### config.mk
export PLATFORM = sky130hd
export DESIGN_NAME = mc_controller_flat
export DESIGN_NICKNAME = d
export VERILOG_FILES = /design/src/rtl/mc_controller_if.sv /design/src/rtl/mc_controller.sv /design/src/flat_wrapper.sv
export SDC_FILE = /design/constraint.sdc
export NUM_CORES = 1
export LEC_CHECK = 0
export ABC_AREA = 0
export CORE_MARGIN = 4
export CORE_UTILIZATION = 44
export CTS_CLUSTER_DIAMETER = 30
export CTS_CLUSTER_SIZE = 16
export DETAILED_ROUTE_END_ITERATION = 10
export HOLD_SLACK_MARGIN = 0.12
export PLACE_DENSITY = 0.85
export SLEW_MARGIN = 25
export SYNTH_ARGS = -nofsm -noshare
export SYNTH_HDL_FRONTEND = slang
export SYNTH_SLANG_ARGS = --single-unit
### constraint.sdc
create_clock -name clk -period 8.1 [get_ports clk]
set_input_delay 0.81 -clock clk [delete_from_list [all_inputs] [get_ports clk]]
set_output_delay 0.81 -clock clk [all_outputs]
set_load 0.02 [all_outputs]
### src/rtl/mc_controller_if.sv
// Control bus between the multicycle controller and its datapath: IR/flag inputs
// to the controller and every strobe/mux select it drives back.
interface mc_controller_if;
    logic [15:0] instruction;
    logic        alu_zero;
    logic        PCWrite;
    logic        PCWriteCond;
    logic        IorD;
    logic        DM;
    logic        MemRead;
    logic        MemWrite;
    logic        IRWrite;
    logic        ARS;
    logic [1:0]  MemToReg;
    logic        RegWrite;
    logic        IMS;
    logic        NI;
    logic [2:0]  ALUop;
    logic [1:0]  PCSrc;
    logic        halted;

    modport master (
        input  instruction, alu_zero,
        output PCWrite, PCWriteCond, IorD, DM, MemRead, MemWrite, IRWrite, ARS,
               MemToReg, RegWrite, IMS, NI, ALUop, PCSrc, halted
    );

    modport slave (
        output instruction, alu_zero,
        input  PCWrite, PCWriteCond, IorD, DM, MemRead, MemWrite, IRWrite, ARS,
               MemToReg, RegWrite, IMS, NI, ALUop, PCSrc, halted
    );
endinterface

### src/rtl/mc_controller.sv
// Moore FSM controller for a 16-bit multicycle processor.
// Define MC_CTRL_HALT_EN to make opcode 0011 enter a HALT state left only by rst.
module mc_controller (
    input  logic          clk,
    input  logic          rst,
    mc_controller_if.master bus
);
    typedef enum logic [3:0] {
        S_FETCH, S_DECODE, S_MEM_RD, S_LOAD_WB, S_MEM_WR, S_EX_JMP, S_EX_BRZ,
        S_EX_ALU, S_WB_ALU, S_MOVETO, S_EX_IMM, S_HALT
    } state_t;

    typedef struct packed {
        logic       pc_write;
        logic       pc_write_cond;
        logic       ior_d;
        logic       dm;
        logic       mem_read;
        logic       mem_write;
        logic       ir_write;
        logic       ars;
        logic [1:0] mem_to_reg;
        logic       reg_write;
        logic       ims;
        logic       ni;
        logic [2:0] alu_op;
        logic [1:0] pc_src;
    } ctrl_t;

    localparam logic [2:0] ALU_ADD = 3'b000, ALU_SUB = 3'b001, ALU_AND = 3'b010,
                           ALU_OR  = 3'b011, ALU_NOT = 3'b100, ALU_PASS_BOT = 3'b101,
                           ALU_PASS_TOP = 3'b110;

    state_t     state, next_state;
    ctrl_t      ctrl;
    logic [2:0] fn_op;
    logic [3:0] opcode;
    logic [8:0] func;
    logic       fn_valid;

    assign opcode   = bus.instruction[15:12];
    assign func     = bus.instruction[8:0];
    // C-type dispatch only for a one-hot code naming a real operation (bits 0..6).
    assign fn_valid = $onehot(func) && !func[7] && !func[8];

    // Register-field and flag inputs are consumed by the datapath, not here.
    logic unused_bits;
    assign unused_bits = ^{bus.alu_zero, bus.instruction[11:9]};

    // NOTE: state is updated with <= so every flop samples pre-edge values;
    // the comb blocks below use = because they describe wires, not storage.
    always_ff @(posedge clk) begin
        if (rst) state <= S_FETCH;
        else     state <= next_state;
    end

    always_comb begin
        fn_op = ALU_ADD;
        if      (func[1]) fn_op = ALU_PASS_TOP;
        else if (func[3]) fn_op = ALU_SUB;
        else if (func[4]) fn_op = ALU_AND;
        else if (func[5]) fn_op = ALU_OR;
        else if (func[6]) fn_op = ALU_NOT;
    end

    // NOTE: next_state gets a default before the case so no path leaves it
    // unassigned; without it synthesis would infer a latch.
    always_comb begin
        next_state = S_FETCH;
        case (state)
            S_FETCH:  next_state = S_DECODE;
            S_DECODE: begin
                casez (opcode)
                    4'b0000: next_state = S_MEM_RD;
                    4'b0001: next_state = S_MEM_WR;
                    4'b0010: next_state = S_EX_JMP;
                    4'b0100: next_state = S_EX_BRZ;
                    4'b1000: if (fn_valid) next_state = func[0] ? S_MOVETO : S_EX_ALU;
                    4'b11??: next_state = S_EX_IMM;
`ifdef MC_CTRL_HALT_EN
                    4'b0011: next_state = S_HALT;
`endif
                    default: next_state = S_FETCH;
                endcase
            end
            S_MEM_RD: next_state = S_LOAD_WB;
            S_EX_ALU: next_state = S_WB_ALU;
            S_EX_IMM: next_state = S_WB_ALU;
            S_HALT:   next_state = S_HALT;
            default:  next_state = S_FETCH;
        endcase
    end

    always_comb begin
        ctrl = '0;
        case (state)
            S_FETCH: begin
                ctrl.mem_read = 1'b1;
                ctrl.ir_write = 1'b1;
                ctrl.ni       = 1'b1;
                ctrl.pc_write = 1'b1;
            end
            S_DECODE:  ctrl.ars = 1'b1;
            S_MEM_RD:  begin ctrl.dm = 1'b1; ctrl.mem_read = 1'b1; end
            S_LOAD_WB: begin ctrl.ars = 1'b1; ctrl.mem_to_reg = 2'b01; ctrl.reg_write = 1'b1; end
            S_MEM_WR:  begin ctrl.dm = 1'b1; ctrl.mem_write = 1'b1; end
            S_EX_JMP:  begin ctrl.pc_src = 2'b01; ctrl.pc_write = 1'b1; end
            S_EX_BRZ: begin
                ctrl.alu_op        = ALU_PASS_BOT;
                ctrl.pc_write_cond = 1'b1;
                ctrl.pc_src        = 2'b10;
            end
            S_EX_ALU:  ctrl.alu_op = fn_op;
            S_EX_IMM:  begin ctrl.ims = 1'b1; ctrl.alu_op = {1'b0, opcode[1:0]}; end
            S_WB_ALU:  begin ctrl.ars = 1'b1; ctrl.mem_to_reg = 2'b10; ctrl.reg_write = 1'b1; end
            S_MOVETO:  ctrl.reg_write = 1'b1;
            default:   ctrl = '0;
        endcase
        // Reset blanks every strobe immediately so an interrupted instruction writes nothing.
        if (rst) ctrl = '0;
    end

    assign bus.PCWrite     = ctrl.pc_write;
    assign bus.PCWriteCond = ctrl.pc_write_cond;
    assign bus.IorD        = ctrl.ior_d;
    assign bus.DM          = ctrl.dm;
    assign bus.MemRead     = ctrl.mem_read;
    assign bus.MemWrite    = ctrl.mem_write;
    assign bus.IRWrite     = ctrl.ir_write;
    assign bus.ARS         = ctrl.ars;
    assign bus.MemToReg    = ctrl.mem_to_reg;
    assign bus.RegWrite    = ctrl.reg_write;
    assign bus.IMS         = ctrl.ims;
    assign bus.NI          = ctrl.ni;
    assign bus.ALUop       = ctrl.alu_op;
    assign bus.PCSrc       = ctrl.pc_src;

`ifdef MC_CTRL_HALT_EN
    assign bus.halted = !rst && (state == S_HALT);
`else
    assign bus.halted = 1'b0;
`endif
endmodule

### src/flat_wrapper.sv
// flat-port wrapper written by rule: the top's interface ports become plain ports
module mc_controller_flat 
  (clk, rst, bus_instruction, bus_alu_zero, bus_PCWrite, bus_PCWriteCond, bus_IorD, bus_DM, bus_MemRead, bus_MemWrite, bus_IRWrite, bus_ARS, bus_MemToReg, bus_RegWrite, bus_IMS, bus_NI, bus_ALUop, bus_PCSrc, bus_halted);
  mc_controller_if bus_i ();
  input  logic clk;
  input  logic rst;
  input wire logic [$bits(bus_i.instruction)-1:0] bus_instruction;
  input wire logic [$bits(bus_i.alu_zero)-1:0] bus_alu_zero;
  output wire logic [$bits(bus_i.PCWrite)-1:0] bus_PCWrite;
  output wire logic [$bits(bus_i.PCWriteCond)-1:0] bus_PCWriteCond;
  output wire logic [$bits(bus_i.IorD)-1:0] bus_IorD;
  output wire logic [$bits(bus_i.DM)-1:0] bus_DM;
  output wire logic [$bits(bus_i.MemRead)-1:0] bus_MemRead;
  output wire logic [$bits(bus_i.MemWrite)-1:0] bus_MemWrite;
  output wire logic [$bits(bus_i.IRWrite)-1:0] bus_IRWrite;
  output wire logic [$bits(bus_i.ARS)-1:0] bus_ARS;
  output wire logic [$bits(bus_i.MemToReg)-1:0] bus_MemToReg;
  output wire logic [$bits(bus_i.RegWrite)-1:0] bus_RegWrite;
  output wire logic [$bits(bus_i.IMS)-1:0] bus_IMS;
  output wire logic [$bits(bus_i.NI)-1:0] bus_NI;
  output wire logic [$bits(bus_i.ALUop)-1:0] bus_ALUop;
  output wire logic [$bits(bus_i.PCSrc)-1:0] bus_PCSrc;
  output wire logic [$bits(bus_i.halted)-1:0] bus_halted;
  assign bus_i.instruction = bus_instruction;
  assign bus_i.alu_zero = bus_alu_zero;
  assign bus_PCWrite = bus_i.PCWrite;
  assign bus_PCWriteCond = bus_i.PCWriteCond;
  assign bus_IorD = bus_i.IorD;
  assign bus_DM = bus_i.DM;
  assign bus_MemRead = bus_i.MemRead;
  assign bus_MemWrite = bus_i.MemWrite;
  assign bus_IRWrite = bus_i.IRWrite;
  assign bus_ARS = bus_i.ARS;
  assign bus_MemToReg = bus_i.MemToReg;
  assign bus_RegWrite = bus_i.RegWrite;
  assign bus_IMS = bus_i.IMS;
  assign bus_NI = bus_i.NI;
  assign bus_ALUop = bus_i.ALUop;
  assign bus_PCSrc = bus_i.PCSrc;
  assign bus_halted = bus_i.halted;
  mc_controller u_core (.clk(clk), .rst(rst), .bus(bus_i));
endmodule
==> results.toml, run 1 <==
[sta]
period_share = 0.489
hold_violations = 0
finalCriticalPeriod_ps = 3960
setup_tns_ps = 0
rsz0062_at_grt = "no"
clock.fmax_ghz = 0.252
slew_violations = 0
setup_violations = 0
fin_worst_skew_ps = 5.28
holdWs_ps = 593

[logic_synthesis]
yosysUniqueCellTypes = 38
async_reset_ff_frac = 0
syn_inst = 107
synth.avg_cell_area_um2 = 7.57
synth_edf_count = 0
yosysTopAreaCell = "fa_1"
synth_area_leaders = "fa_1 (12%), ha_1 (11%), dfxtp_1 (9.9%)"
synth_area_um2 = 810
synth_ff_type = "dfxtp_1"
ys_ff_latch = 4
synth_top_area_share = 0.124
synth.yosys.warnings = 0
yosysSeqAreaShare = 0.0989

[critical_path]
cp.arrival_ps = 4110
rrSetupSlack_ps = 6820
r2r_end = "u_core.state[3]"
cp.required_ps = 8250
cp-start-kind = "input port"
timing.rr.start = "u_core.state[0]"
startpoint = "bus_instruction[4]"
worstSetupPathType = "in2reg"
cp-end-kind = "register"
crit_fanout = 3
reg2reg_depth = 3

[min_path]
worstHoldStart = "u_core.state[1]"
min_path_cells = 2
hold_class = "reg2reg"
worstHoldEndpoint = "u_core.state[1]"

[flow_run]
drv_cap = 0

[global_route]
grt_first_pass_wirelength_mm = 2.97
grt_max_degree = 16
antenna_found_initial = 0
grt-ovfl-total = 0
grt_pass1_vias = 723
grt_use_total = 0.143

[clock_network]
cts_root_buf = "clkbuf_4"
postCtsHoldBufs = 0
numCtsBuffers = 3
cts_tree = "built"
cts.repair.resized = 0
htree_levels = 1
clock_path_buffers = 2
clock_latency_ps = 230
clk_pin_slew_worst_paths_ps = 40
post_cts_buffers = 0
cts.sinks = 4

[finish]
area_delta_synth_final_pct = 35.2
drive_above_1_share = 0.0538
layout.nets = 163
antenna_cells = 0
max_flop_register = "u_core.state"
largest_register_ff_count = 4
top_regs = "u_core.state: 4 flops"

[floorplanning]
initial_core_util = 0.469
die-height_um = 50.9
dieArea_um2 = 2590
ios = 38
fp.dieW_um = 50.9
core_um2 = 1730
rows = 15

[detailed_routing]
vias_per_cell = 5.21
wl_mm = 1.82
wl_per_cell_um = 11.7
first_iter_violations = 11
drt_pass1_iterations = 4
detail-route-antenna-nets = 0
vias = 807
drc_errors = 0

[power_and_ir_drop]
ir_worst_vdd_v = 0.0000605
power_density_nw_per_um2 = 96.4
leakage_uw = 0.000437

[place]
gp_congestion = 0.774
dp.final_hpwl_mm = 1.55
portBuffers = 31

[status]
status = "complete, no violations"
## worst max-delay path by stage
stage	endpoint	cells after the start
floorplan	u_core.state[1]	11
global placement	u_core.state[3]	13
detailed placement	u_core.state[3]	13
CTS	u_core.state[3]	13
global route	u_core.state[3]	13
finish	u_core.state[3]	13
## synth_stat cells (2+ instances only)
cell type  instances
ha_1               7
buf_6              2
nand3_1            2
xor2_1             2
o21ai_0            2
buf_4              4
buf_2              6
a21oi_1            6
fa_1               5
dfxtp_1            4
o21ai_1            3
xnor2_1            2
nand2_1            4
nor4_1             3
inv_1             11
nand2b_1           3
nor2_1            12
and3_1             2
nor3_1             8
## cell usage in the layout (no fill, tap or decap), types with 2 or more instances in the layout
master and instances:
o21ai_1 3, ha_1 7, nand3_1 2, clkbuf_4 3
clkdlybuf4s50_1 31, o21ai_0 2, nand2b_1 3, nand2_1 4
inv_1 11, xnor2_1 2, fa_1 5, dfxtp_1 4
and3_1 2, xor2_1 2, nor2_1 12, a21oi_1 6
nor4_1 3, conb_1 2, nor3_1 8
## logic make-up (layout without fill, tap and decap cells)
| family | after synthesis | after routing | share of synthesized area |
|---|---|---|---|
| buf+inv | 24 | 46 | 0.158 |
| simple gates | 41 | 41 | 0.298 |
| fa+ha+maj | 12 | 12 | 0.232 |
| xor+xnor | 4 | 4 | 0.0433 |
| flops | 4 | 4 | 0.0989 |
| other cells | 1 | 2 | 0.00463 |
| compound gates | 20 | 20 | 0.153 |
| mux | 1 | 1 | 0.0124 |
## worst max-delay path: stages
cell and delay, ps:
clkdlybuf4s50_1 510, inv_1 80, ha_1 280, inv_1 50, fa_1 390, fa_1 540, inv_1 40, ha_1 190
fa_1 450, nor4b_2 300, and3_1 220, a22oi_1 80, o22ai_1 150
## stage by stage
step                      instances   util  power, uW  setup slack (ps)  area, um^2
after global placement          152  0.621       80.5              3990        1070
after global routing            155  0.634        116              3970        1090
after detailed placement        152  0.621       83.4              3900        1070
after floorplan                 108      -       65.1              4640         813
final                           155  0.634        106              4140        1090
after CTS                       155  0.634        108              4110        1090
## final cells by class
type | instances | area [um^2]
Fill cell | 163 | 632
Multi-Input combinational cell | 80 | 606
Timing Repair Buffer | 31 | 310
Sequential cell | 4 | 80.1
Inverter | 12 | 45.0
Tap cell | 25 | 31.3
Clock buffer | 3 | 22.5
## report_power, final
group	total, uW	leakage [uW]	switching (uW)	internal, uW
clock	23.6	0.0000138	7.13	16.5
sequential	23.9	0.0000327	3.12	20.8
combinational	58.1	0.000391	29.4	28.7
total	106	0.000437	39.7	65.9
## per-layer routing
layer,up-vias,GRT usage,share of wire
met5,-,0,0
met3,0,0.0175,0.059
met4,0,0.0493,0
met2,37,0.263,0.52
met1,361,0.169,0.42
li1,409,-,-
Power figures use the tool's default switching activity.
==> inputs of run 2 (changes only) <==
--- a/config.mk
+++ b/config.mk
@@ -7,12 +7,12 @@
 export LEC_CHECK = 0
 export ABC_AREA = 0
 export CORE_MARGIN = 4
-export CORE_UTILIZATION = 44
+export CORE_UTILIZATION = 37
 export CTS_CLUSTER_DIAMETER = 30
 export CTS_CLUSTER_SIZE = 16
 export DETAILED_ROUTE_END_ITERATION = 10
 export HOLD_SLACK_MARGIN = 0.12
-export PLACE_DENSITY = 0.85
+export PLACE_DENSITY = 0.76
 export SLEW_MARGIN = 25
 export SYNTH_ARGS = -nofsm -noshare
 export SYNTH_HDL_FRONTEND = slang
==> constraint.sdc (replaced) <==
create_clock -name clk -period 3.3 [get_ports clk]
set_input_delay 0.33 -clock clk [delete_from_list [all_inputs] [get_ports clk]]
set_output_delay 0.33 -clock clk [all_outputs]
set_load 0.02 [all_outputs]
==> results.toml, run 2 (synthesized netlist as in run 1, its figures left out) <==
[critical_path]
r2r_end = "u_core.state[3]"
max_stage_delay_ps = 570
cp.arrival_ps = 3300
worstSetupPathType = "in2reg"
cp_slowest_cell = "fa_2"
crit_family = "adder cells"
worstPathBufferInverterCount = 3
crit_chain = "dlygate4sd2_1, ha_4, inv_2, fa_2, inv_2, fa_2, ha_4, fa_1, nor4b_2, nand3_1, o21a_1, o21ai_1"
rrSetupSlack_ps = 2040
cp.required_ps = 3460
reg2reg_depth = 3
timing.rr.start = "u_core.state[0]"
crit_fanout = 2
cp-start-kind = "input port"
cp-end-kind = "register"

[floorplanning]
dieArea_um2 = 3000
fp.dieW_um = 54.8
initial_core_util = 0.400
ios = 38
core_um2 = 2020
rows = 16
die-height_um = 54.8

[sta]
fin_worst_skew_ps = 0.0521
setup_ws_ps = 167
holdWs_ps = 592
setup_violations = 0
hold_violations = 0
period_share = 0.949
finalCriticalPeriod_ps = 3130
clock.fmax_ghz = 0.319
rsz0062_at_grt = "no"
slew_violations = 0

[finish]
max_flop_register = "u_core.state"
top_regs = "u_core.state: 4 flops"
fillers = 187
final_util = 0.592
largest_register_ff_count = 4
drive_above_1_share = 0.174
layout_common_cells = "clkdlybuf4s50_1 (23), nor2_1 (12), inv_1 (8), nor3_1 (8), buf_4 (8)"
layout.nets = 171
final_common_cell = "clkdlybuf4s50_1"
register_area_um2 = 80.1
antenna_cells = 0
area_delta_synth_final_pct = 47.9
multiInputGateArea_um2 = 651

[detailed_routing]
drc_errors = 0
drt_pass1_iterations = 4
vias = 837
detail-route-antenna-nets = 0
wl_per_cell_um = 12.1
first_iter_violations = 8
wl_mm = 1.99
vias_per_cell = 5.07

[clock_network]
clk_pin_slew_worst_paths_ps = 40
clock_path_buffers = 2
cts.sinks = 4
clock_latency_ps = 230
cts_root_buf = "clkbuf_4"
cts_tree = "built"
postCtsHoldBufs = 0
numCtsBuffers = 3
post_cts_buffers = 0
htree_levels = 1

[place]
dp.final_hpwl_mm = 1.64
dp_worst_setup_slack_ps = -348
gp_congestion = 0.749
portBuffers = 31

[min_path]
worstHoldStart = "u_core.state[1]"
hold_class = "reg2reg"
min_path_cells = 2
worstHoldEndpoint = "u_core.state[1]"

[global_route]
antenna_found_initial = 0
grt_first_pass_wirelength_mm = 3.28
grt_use_total = 0.146
grt_pass1_vias = 780
grt_max_degree = 16
grt-ovfl-total = 0

[power_and_ir_drop]
power_density_nw_per_um2 = 243
leakage_uw = 0.000487
ir_worst_vdd_v = 0.000147
pwr-share-comb = 0.590
clkPwrFrac = 0.209
power.switching_uw = 112
seqPwrFrac = 0.201
p_int_uw = 179
p_sw_frac = 0.386

[flow_run]
drv_cap = 0

[status]
status = "complete, no violations"
-- run 2: how the worst max path moves through the flow --
| stage | from | end | slack, ps | cells past startpoint |
|---|---|---|---|---|
| after global placement | bus_instruction[4] | u_core.state[1] | -280 | 13 |
| after CTS | bus_instruction[2] | u_core.state[1] | 2 | 12 |
| after floorplan | bus_instruction[2] | u_core.state[1] | 320 | 11 |
| final | bus_instruction[0] | u_core.state[1] | 170 | 12 |
| after detailed placement | bus_instruction[4] | u_core.state[1] | -350 | 13 |
| after global routing | bus_instruction[1] | u_core.state[1] | 10 | 12 |
-- run 2: final cells by class --
class,count,area share
Multi-Input combinational cell,80,0.543
Sequential cell,4,0.0669
Timing Repair Buffer,39,0.305
Inverter,12,0.0376
Tap cell,27,0.0282
Clock buffer,3,0.0188
-- run 2: power by group through the flow --
stage,Sequential [uW],Clock [uW],Combinational (uW)
floorplan,52.1,0,108
global placement,59.2,0,146
detailed placement,59.4,0,158
CTS,58.6,62.4,160
global route,59.5,65.4,191
finish,58.6,60.7,172
-- run 2: through the flow --
step | cells | TNS (ps) | area (um^2) | total power [uW]
final | 165 | 0 | 1200 | 291
after global routing | 165 | 0 | 1200 | 316
after CTS | 165 | 0 | 1160 | 281
after detailed placement | 162 | -1300 | 1130 | 217
after global placement | 162 | -1050 | 1130 | 205
after floorplan | 108 | 0 | 813 | 160
-- run 2: repair_timing --
action                     4_1_cts  5_1_grt
gates resized for setup         14        7
pin swaps                       11        9
cloned                           0        0
setup endpoints to repair        4        4
-- run 2: worst min-delay path: stages, from the launching register on --
cell	delay (ps)
dfxtp_1	390
nand3_1	100
o21ai_1	60
-- run 2: routing by layer --
metal	up-vias	routed length, um	GRT usage	share of wire
met4	0	17	0.0373	0.0085
met3	2	123	0.0191	0.062
met1	381	853	0.178	0.43
li1	420	-	-	-
met2	34	995	0.266	0.50
met5	-	0	0	0
==> inputs of run 3 (changes only) <==
--- a/config.mk
+++ b/config.mk
@@ -13,7 +13,7 @@
 export DETAILED_ROUTE_END_ITERATION = 10
 export HOLD_SLACK_MARGIN = 0.12
 export PLACE_DENSITY = 0.76
-export SLEW_MARGIN = 25
+export SLEW_MARGIN = 20
 export SYNTH_ARGS = -nofsm -noshare
 export SYNTH_HDL_FRONTEND = slang
 export SYNTH_SLANG_ARGS = --single-unit
==> results of run 3 <==
Final layout, timing and power as in run 2 (identical DEF).
